`src/rtl/map_pkg.sv`:
```
// Shared map geometry, cell codes and arbiter state encoding for the map RAM
// update path.
package map_pkg;

    localparam int MAP_COLS = 40;
    localparam int MAP_ROWS = 30;
    localparam int CELL_W   = 4;
    localparam int ROW_W    = MAP_COLS * CELL_W;
    localparam int X_W      = 6;
    localparam int Y_W      = 5;

    localparam logic [CELL_W-1:0] CODE_EMPTY  = 4'h0;
    localparam logic [CELL_W-1:0] CODE_WALL   = 4'h1;
    localparam logic [CELL_W-1:0] CODE_DOT    = 4'h2;
    localparam logic [CELL_W-1:0] CODE_POWER  = 4'h3;
    localparam logic [CELL_W-1:0] CODE_PACMAN = 4'h4;
    localparam logic [CELL_W-1:0] CODE_GHOST  = 4'h5;

    typedef enum logic [1:0] {
        ST_IDLE,
        ST_READ,
        ST_WRITE,
        ST_DONE
    } arb_state_t;

endpackage

```
`src/rtl/map_port_arbiter_rr_picker.sv`:
```
// Round-robin requester pick: the first asserted request found after
// last_grant (wrapping) wins.
module rr_picker #(
    parameter int N_REQ = 3,
    parameter int IDX_W = 2
) (
    input  logic [N_REQ-1:0] req,
    input  logic [IDX_W-1:0] last_grant,
    output logic             grant_valid,
    output logic [IDX_W-1:0] grant_idx
);

    int cand;

    // Walk from the farthest candidate back to the nearest so the nearest wins.
    always_comb begin
        grant_valid = 1'b0;
        grant_idx   = '0;
        cand        = 0;
        for (int k = N_REQ; k >= 1; k--) begin
            cand = int'(last_grant) + k;
            if (cand >= N_REQ) begin
                cand = cand - N_REQ;
            end
            if (req[cand]) begin
                grant_valid = 1'b1;
                grant_idx   = IDX_W'(cand);
            end
        end
    end

endmodule

```
`src/rtl/map_port_arbiter.sv`:
```
// Arbitrates cell-update requests onto map RAM port B with a
// read-modify-write of the full 160-bit row holding the target cell.
module map_port_arbiter
    import map_pkg::*;
#(
    parameter int N_REQ  = 3,
    parameter int RD_LAT = 2
) (
    input  logic                 CLOCK_50,
    input  logic                 reset,
    input  logic [N_REQ-1:0]     req,
    input  logic [6*N_REQ-1:0]   req_x,
    input  logic [5*N_REQ-1:0]   req_y,
    input  logic [4*N_REQ-1:0]   req_code,
    output logic [N_REQ-1:0]     done,
    output logic                 err,
    output logic [CELL_W-1:0]    old_code,
    output logic                 busy,
    output logic [Y_W-1:0]       ram_addr,
    output logic                 ram_wren,
    output logic [ROW_W-1:0]     ram_wrdata,
    input  logic [ROW_W-1:0]     ram_redata
);

    localparam int IDX_W = (N_REQ > 1) ? $clog2(N_REQ) : 1;
    localparam int CNT_W = $clog2(RD_LAT + 1) + 1;

    arb_state_t          state_reg;
    logic [IDX_W-1:0]    last_grant_reg;
    logic [IDX_W-1:0]    idx_reg;
    logic [X_W-1:0]      x_reg;
    logic [CELL_W-1:0]   code_reg;
    logic [CELL_W-1:0]   old_nib_reg;
    logic [CNT_W-1:0]    cnt_reg;

    logic                grant_valid;
    logic [IDX_W-1:0]    grant_idx;
    logic [X_W-1:0]      sel_x;
    logic [Y_W-1:0]      sel_y;
    logic [CELL_W-1:0]   sel_code;
    logic                sel_out_of_range;
    logic [ROW_W-1:0]    merged_row;
    logic [CELL_W-1:0]   old_nib;

    rr_picker #(
        .N_REQ (N_REQ),
        .IDX_W (IDX_W)
    ) u_picker (
        .req         (req),
        .last_grant  (last_grant_reg),
        .grant_valid (grant_valid),
        .grant_idx   (grant_idx)
    );

    assign sel_x    = req_x[X_W*int'(grant_idx) +: X_W];
    assign sel_y    = req_y[Y_W*int'(grant_idx) +: Y_W];
    assign sel_code = req_code[CELL_W*int'(grant_idx) +: CELL_W];
    assign sel_out_of_range = (sel_x > X_W'(MAP_COLS - 1)) || (sel_y > Y_W'(MAP_ROWS - 1));

    // Cell 0 sits in the most significant nibble of the row.
    generate
        for (genvar gi = 0; gi < MAP_COLS; gi++) begin : g_cell
            localparam int HI = ROW_W - 1 - CELL_W * gi;
            assign merged_row[HI -: CELL_W] =
                (x_reg == X_W'(gi)) ? code_reg : ram_redata[HI -: CELL_W];
        end
    endgenerate

    assign old_nib = ram_redata[ROW_W - 1 - CELL_W*int'(x_reg) -: CELL_W];

    always_ff @(posedge CLOCK_50 or posedge reset) begin
        if (reset) begin
            state_reg      <= ST_IDLE;
            last_grant_reg <= IDX_W'(N_REQ - 1);
            idx_reg        <= '0;
            x_reg          <= '0;
            code_reg       <= '0;
            old_nib_reg    <= '0;
            cnt_reg        <= '0;
            done           <= '0;
            err            <= 1'b0;
            old_code       <= '0;
            busy           <= 1'b0;
            ram_addr       <= '0;
            ram_wren       <= 1'b0;
            ram_wrdata     <= '0;
        end else begin
            case (state_reg)
                ST_IDLE: begin
                    if (grant_valid) begin
                        idx_reg  <= grant_idx;
                        x_reg    <= sel_x;
                        code_reg <= sel_code;
                        busy     <= 1'b1;
                        if (sel_out_of_range) begin
                            done      <= N_REQ'(1) << grant_idx;
                            err       <= 1'b1;
                            old_code  <= '0;
                            state_reg <= ST_DONE;
                        end else begin
                            ram_addr  <= sel_y;
                            cnt_reg   <= '0;
                            state_reg <= ST_READ;
                        end
                    end
                end
                ST_READ: begin
                    // Address was presented on entry, so q is valid after RD_LAT more cycles.
                    if (cnt_reg == CNT_W'(RD_LAT)) begin
                        ram_wrdata  <= merged_row;
                        old_nib_reg <= old_nib;
                        ram_wren    <= 1'b1;
                        state_reg   <= ST_WRITE;
                    end else begin
                        cnt_reg <= cnt_reg + 1'b1;
                    end
                end
                ST_WRITE: begin
                    ram_wren  <= 1'b0;
                    done      <= N_REQ'(1) << idx_reg;
                    err       <= 1'b0;
                    old_code  <= old_nib_reg;
                    state_reg <= ST_DONE;
                end
                ST_DONE: begin
                    done           <= '0;
                    err            <= 1'b0;
                    busy           <= 1'b0;
                    last_grant_reg <= idx_reg;
                    state_reg      <= ST_IDLE;
                end
                default: begin
                    state_reg <= ST_IDLE;
                end
            endcase
        end
    end

endmodule

```
`config.mk`:
```
export PLATFORM = sky130hd
export DESIGN_NAME = map_port_arbiter
export DESIGN_NICKNAME = d
export VERILOG_FILES = /design/src/rtl/map_pkg.sv /design/src/rtl/map_port_arbiter_rr_picker.sv /design/src/rtl/map_port_arbiter.sv
export SDC_FILE = /design/constraint.sdc
export NUM_CORES = 1
export LEC_CHECK = 0
export CORE_MARGIN = 2
export CORE_UTILIZATION = 42
export DETAILED_ROUTE_END_ITERATION = 8
export PLACE_DENSITY = 0.78
export SETUP_SLACK_MARGIN = 0.5
export SLEW_MARGIN = 20
export SYNTH_ARGS = -nofsm -noshare
export SYNTH_HDL_FRONTEND = slang
export SYNTH_HIERARCHICAL = 1
export SYNTH_SLANG_ARGS = --single-unit
export TNS_END_PERCENT = 5
```
`constraint.sdc`:
```
create_clock -name CLOCK_50 -period 6.4 [get_ports CLOCK_50]
set_input_delay 0.96 -clock CLOCK_50 [delete_from_list [all_inputs] [get_ports CLOCK_50]]
set_output_delay 0.96 -clock CLOCK_50 [all_outputs]
set_load 0.05 [all_outputs]
```
### Word level (Yosys, flattened, before mapping)

Cells that the tools add are included.

| word-level totals | value |
|---|---|
| bits in registers | 198 |
| latch bits | 0 |
| memory bits (writable) | 0 |
| ROM bits | 0 |
| input port bits | 210 |
| output and inout port bits | 175 |
| word-level logic and storage cells | 186 |
| memories kept | 0 |

| cells by class | value |
|---|---|
| add/subtract/negate cells | 8 |
| multipliers | 2 |
| div/mod/pow operators | 0 |
| magnitude comparators | 8 |
| equal/unequal tests | 48 |
| shifts and indexed selects | 6 |
| mux-type cells | 79 |
| bitwise logic cells | 1 |
| reductions and logical operators | 20 |

Operator list:

| operator | number |
|---|---|
| two-way mux 4 bit | 42 |
| variable part select 163 x 9 -> 4 bit | 1 |
| equality test 6 x 5 -> 1 bit (second input constant) | 16 |
| >= comparator 32 x 3 -> 1 bit (second input constant) | 3 |
| less-than comparator 32 x 4 -> 1 bit (second input constant) | 3 |
| two-way mux 32 bit | 3 |
| subtractor 32 x 3 -> 32 bit (second input constant) | 3 |
| equality test 6 x 4 -> 1 bit (second input constant) | 8 |
| equality test 6 bit (second input constant) | 8 |
| equality test 6 x 3 -> 1 bit (second input constant) | 4 |
| variable part select 18 x 6 -> 6 bit | 1 |
| two-way mux 3 bit | 5 |
| variable part select 15 x 6 -> 5 bit | 1 |
| two-way mux 1 bit | 13 |
| equality test 6 x 2 -> 1 bit (second input constant) | 2 |
| two-way mux 2 bit | 6 |
| AND reduction 3 bit | 4 |
| variable part select 12 x 5 -> 4 bit | 1 |
| inequality test 2 bit (second input constant) | 5 |
| AND reduction 2 bit | 5 |
| nonzero test 2 bit | 5 |
| one-hot mux 3 bit (3 select lines) | 1 |
| subtractor 8 x 8 -> 9 bit (first input constant) | 1 |
| one-hot mux 2 bit (4 select lines) | 1 |
| 23 further kinds | 30 |

### Depth between registers and ports, before layout

| logic depth | value |
|---|---|
| depth after elaboration | 16 |
| gate-level depth with buffers | 13 |
| mapped depth without buffers | 10 |

### Cells and area by module

The synthesis kept the hierarchy.

Modules (own cells, without submodules):

| module | instances | cells each | area an instance (um2) |
|---|---|---|---|
| map_port_arbiter | 1 | 1072 | 11116.9 |
| rr_picker | 1 | 23 | 163.9 |

### Worst setup path before layout

No wires, ideal clock.

| timing path | value |
|---|---|
| path type | input -> register |
| start | in req[1] |
| end | reg done[0] |
| data arrival time | 2869 ps |
| setup slack | 3407 ps |
| cell stages on the path | 10 |
| buffers on the path | 2 |
| path through | o21ai_0 a221oi_1 mux2_2 buf_2 nor2b_1 buf_2 o2bb2ai_1 nand4_2 o221ai_2 mux2_2 |

| between the ends | value |
|---|---|
| longest elaborated chain between the ends | 12 |

RTL lines:

| what | line | source |
|---|---|---|
| from (decl) | map_port_arbiter.sv:11 | `input logic [N_REQ-1:0] req,` |
| binary-select mux 1 bit (select 2 bit) | map_port_arbiter_rr_picker.sv:25 | `if (req[cand]) begin` |
| two-way mux 1 bit (implied by the code) (2 in series) | map_port_arbiter_rr_picker.sv:25 |  |
| two-way mux 2 bit (2 in series) | map_port_arbiter_rr_picker.sv:25 |  |
| two-way mux 2 bit (*) | map_port_arbiter_rr_picker.sv:25 |  |
| net grant_idx[0] | map_port_arbiter.sv:37 | `logic [IDX_W-1:0] grant_idx;` |
| multiplier 3 x 2 -> 5 bit or multiplier 2 x 2 -> 4 bit (tied branches) | map_port_arbiter.sv:56, map_port_arbiter.sv:55 |  |
| variable part select 15 x 6 -> 5 bit or variable part select 18 x 6 -> 6 bit (tied branches) | map_port_arbiter.sv:56, map_port_arbiter.sv:55 |  |
| > comparator 5 bit or > comparator 6 bit (tied branches) | map_port_arbiter.sv:58 | `assign sel_out_of_range = (sel_x > X_W'(MAP_COLS - 1)) \|\| (sel_y > Y_W'(MAP_ROWS - 1));` |
| logical OR 1 bit | map_port_arbiter.sv:58 |  |
| inequality test 2 bit (no line) | n/a |  |
| AND reduction 3 bit (no line) | n/a |  |
| to (signal assigned) | map_port_arbiter.sv:96 | `done <= N_REQ'(1) << grant_idx;` |
| to (signal assigned) | map_port_arbiter.sv:120 | `done <= N_REQ'(1) << idx_reg;` |
| to (decl) | map_port_arbiter.sv:15 | `output logic [N_REQ-1:0] done,` |

The timed path passes the listed nets; every way through them passes the cells marked *. The select of a mux whose other input is x is not followed.
A chain may end at the register's enable or synchronous reset.

### Worst setup path in the final report

| timing path | value |
|---|---|
| start | in req[1] |
| end | reg err |

| between the ends | value |
|---|---|
| longest elaborated chain between the ends | 12 |

RTL lines:

| what | line | source |
|---|---|---|
| binary-select mux 1 bit (select 2 bit) | map_port_arbiter_rr_picker.sv:25 |  |
| two-way mux 1 bit (implied by the code) (2 in series) | map_port_arbiter_rr_picker.sv:25 |  |
| two-way mux 2 bit (2 in series) | map_port_arbiter_rr_picker.sv:25 |  |
| two-way mux 2 bit (*) | map_port_arbiter_rr_picker.sv:25 |  |
| net grant_idx[0] | map_port_arbiter.sv:37 |  |
| multiplier 3 x 2 -> 5 bit or multiplier 2 x 2 -> 4 bit (tied branches) | map_port_arbiter.sv:56, map_port_arbiter.sv:55 |  |
| variable part select 15 x 6 -> 5 bit or variable part select 18 x 6 -> 6 bit (tied branches) | map_port_arbiter.sv:56, map_port_arbiter.sv:55 |  |
| > comparator 5 bit or > comparator 6 bit (tied branches) | map_port_arbiter.sv:58 |  |
| logical OR 1 bit (*) | map_port_arbiter.sv:58 |  |
| inequality test 2 bit (no line) (*) | n/a |  |
| AND reduction 3 bit (no line) (*) | n/a |  |
| to (signal assigned) | map_port_arbiter.sv:81 | `err <= 1'b0;` |
| to (signal assigned) | map_port_arbiter.sv:97 | `err <= 1'b1;` |
| to (signal assigned) | map_port_arbiter.sv:121 | `err <= 1'b0;` |
| to (decl) | map_port_arbiter.sv:16 | `output logic err,` |

Marks and branches as above.

==> results.py <==
metrics = {
    "outcome": {
        "status": "complete, no violations",
    },
    "placed_design": {
        "dp_cells": 1729,
        "port-buffer-count": 384,
        "hpwl_mm": 28.06,
        "dpl-instance-area_sq_um": 15200,
        "gp_congestion": 0.8664,
    },
    "synth": {
        "ys_async_sr_fraction_pct": 100.0,
        "synth_area_sq_um": 11280,
        "synth.most_common_cell": "nand2_1",
        "synth.area.top_cells": "dfrtp_1, mux2i_1, o21ai_0, nand2_1, mux4_2",
        "synth_top_area_share_pct": 43.70,
        "synth.distinct_cells": 59,
        "synth_common_cells": "nand2_1, dfrtp_1, mux2i_1, o21ai_0, clkbuf_1",
        "synth_top_area_cell": "dfrtp_1",
        "synth-seq-cells": 198,
        "synth_flop_cell": "dfrtp_1",
        "syn_avg_cell_area_sq_um": 10.30,
        "seq_area_frac_synth_pct": 43.93,
        "synth_edf_count": 0,
        "synthesis.nets": 1315,
        "ys_warn_count": 6,
        "syn_inst": 1095,
    },
    "global_routing": {
        "overflow": 0,
        "track_usage_pct": 27.17,
        "grt_pass1_wl_mm": 58.73,
        "antenna_found_initial": 0,
        "grt_pass1_vias": 10100,
        "grt_max_degree": 325,
    },
    "setup_path": {
        "critPathKind": "in2reg",
        "path_max_fanout": 19,
        "cp_slowest_cell": "nor2b_1",
        "r2r_setup_slack_ns": 2.60,
        "crit_arrival_ns": 4.41,
        "critPathCaptureType": "flip-flop",
        "cpPeakStageDelay_ns": 0.83,
        "worstPathCellList": "clkdlybuf4s50_1, o21ai_0, a221oi_1, mux2_2, nor2b_1, o2bb2ai_1, nand4_2, o221ai_2, mux2_2",
        "crit_required_ns": 6.73,
        "crit_end": "err",
        "cpMostUsedCell": "mux2_2",
        "start_kind": "input pin",
        "rr_startpoint": "last_grant_reg[0]",
        "crit_start": "req[1]",
        "r2r_cells": 10,
        "r2r-end": "err",
    },
    "clocking": {
        "root_buffer": "clkbuf_16",
        "clockBufferDepth": 2,
        "cts_tree": "built",
        "cts_setup_buffers": 0,
        "ctsHoldBuffers": 0,
        "cts-resized-gates": 0,
        "h-tree-depth": 4,
        "clock_latency_ns": 0.44,
        "cts_buffers": 17,
        "clk_pin_slew_ns": 0.08,
        "clkSinkCount": 198,
    },
    "sta": {
        "finalHoldViolCount": 0,
        "slew_viol_final": 0,
        "max_slew_margin_pct": 17.60,
        "worst_clock_skew_ns": 0.01434,
        "period_share_pct": 63.76,
        "fin_tns_setup_ns": 0,
        "finalSetupViolCount": 0,
        "finalCriticalPeriod_ns": 4.081,
        "tightest_slew_ns": 1.233,
        "fmax_ghz": 0.2450,
        "rsz0062_at_grt": "no",
    },
    "final_layout": {
        "regArea_sq_um": 4966,
        "nets": 1634,
        "multiInputGateArea_sq_um": 5842,
        "instances_no_fill": 1762,
        "area_delta_synth_final_pct": 40.26,
        "finalCoreUtilization_pct": 60.38,
        "drive_gt1_share_pct": 7.008,
        "nFillCells": 2161,
        "largest_register_ffs": 160,
        "post-route-cell-area_sq_um": 15820,
        "diodes": 0,
    },
    "power_and_ir_drop": {
        "ir_drop_mv": 0.3720,
        "p_per_area_nw_per_um2": 576.9,
        "leakage_nw": 7.471,
    },
    "floorplanning": {
        "ios": 385,
        "coreArea_sq_um": 26210,
        "fp.dieW_um": 167.9,
        "die_h_um": 167.9,
        "die_area_sq_um": 28190,
        "initial_core_util_pct": 43.05,
        "num_rows": 59,
    },
    "job": {
        "cap_violations": 0,
    },
    "drt": {
        "drc": 0,
        "vias": 9899,
        "antenna_left": 0,
        "firstDrtPassIters": 5,
        "vias_per_cell": 5.618,
        "drt-wirelength-per-cell_um": 22.09,
        "drt_iter0_markers": 900,
        "wl_mm": 38.93,
    },
    "min_path": {
        "hold_depth": 2,
        "holdCritPathClass": "reg2reg",
    },
}
==> logic make-up after synthesis <==
logic type | Yosys count | synth area share, %
AND/OR/NAND/NOR | 300 | 11.50
multiplexers | 249 | 27.66
AO/OA/AOI/OAI | 228 | 11.36
flip-flops | 198 | 43.93
buffers and inverters | 108 | 4.281
adder cells (fa/ha/maj) | 10 | 1.109
XOR/XNOR | 2 | 0.1553
==> critical path: cells and delay by family <==
family                 cells  cell delay, ns
buffers and inverters      1            0.53
muxes                      2            0.81
AOI/OAI and AO/OA          4            0.98
and+or+nand+nor            2            1.12
==> final cells by class <==
type                            count  area share (%)
Multi-Input combinational cell    789           36.92
Sequential cell                   198           31.39
Timing Repair Buffer              390           24.86
Clock buffer                       20           2.886
Tap cell                          335           2.649
Clock inverter                     12          0.8461
Inverter                           18          0.4507
==> cells in the final DEF (no fill, tap or decap), types with 3 or more instances in the layout <==
master	instances
clkinv_4	5
nor3_1	6
o2bb2ai_1	7
nand3b_1	3
mux2_2	18
nor2b_1	11
nand3_1	4
o22ai_1	4
dfrtp_2	5
nand2b_1	6
buf_4	3
a221oi_1	3
a21oi_1	16
clkbuf_16	17
dfrtp_1	191
mux2i_1	188
mux4_2	25
nor2_1	24
inv_1	17
and2_1	3
ha_1	10
a211oi_1	4
clkdlybuf4s50_1	384
o31ai_1	3
nand2_1	224
inv_6	3
inv_8	3
mux4_1	18
o21ai_0	174
==> per-stage QoR <==
| step | setup WS [ns] | hold WS [ns] | power (W) |
|---|---|---|---|
| 6_report | 2.319 | 0.4809 | 0.009128 |
| 5_1_grt | 2.075 | 0.5042 | 0.009592 |
| 4_1_cts | 2.358 | 0.4867 | 0.009148 |
| 3_5_place_dp | 1.884 | 0.4688 | 0.008025 |
| 3_3_place_gp | 2.047 | 0.4601 | 0.007926 |
| 2_1_floorplan | 2.880 | 0.4587 | 0.006093 |
==> power breakdown <==
part           internal [W]  switching [W]  total [W]
Clock              0.000575       0.000534    0.00111
Combinational       0.00194        0.00351    0.00545
Sequential          0.00188       0.000686    0.00257
==> worst min-delay path by stage <==
stage               slack [ns]       startpoint         endpoint
detailed placement        0.47   ram_wrdata[36]   ram_wrdata[36]
global placement          0.46   ram_wrdata[36]   ram_wrdata[36]
global route              0.50   ram_wrdata[42]   ram_wrdata[42]
finish                    0.48  ram_wrdata[155]  ram_wrdata[155]
CTS                       0.49   ram_wrdata[36]   ram_wrdata[36]
floorplan                 0.46   old_nib_reg[2]   old_nib_reg[2]
==> per-layer routing <==
metal	track usage, %	wire length [um]
met5	0	0
met4	11.57	1572
met3	6.323	3017
met1	34.20	15710
met2	45.10	18630
Power figures use the tool's default switching activity.
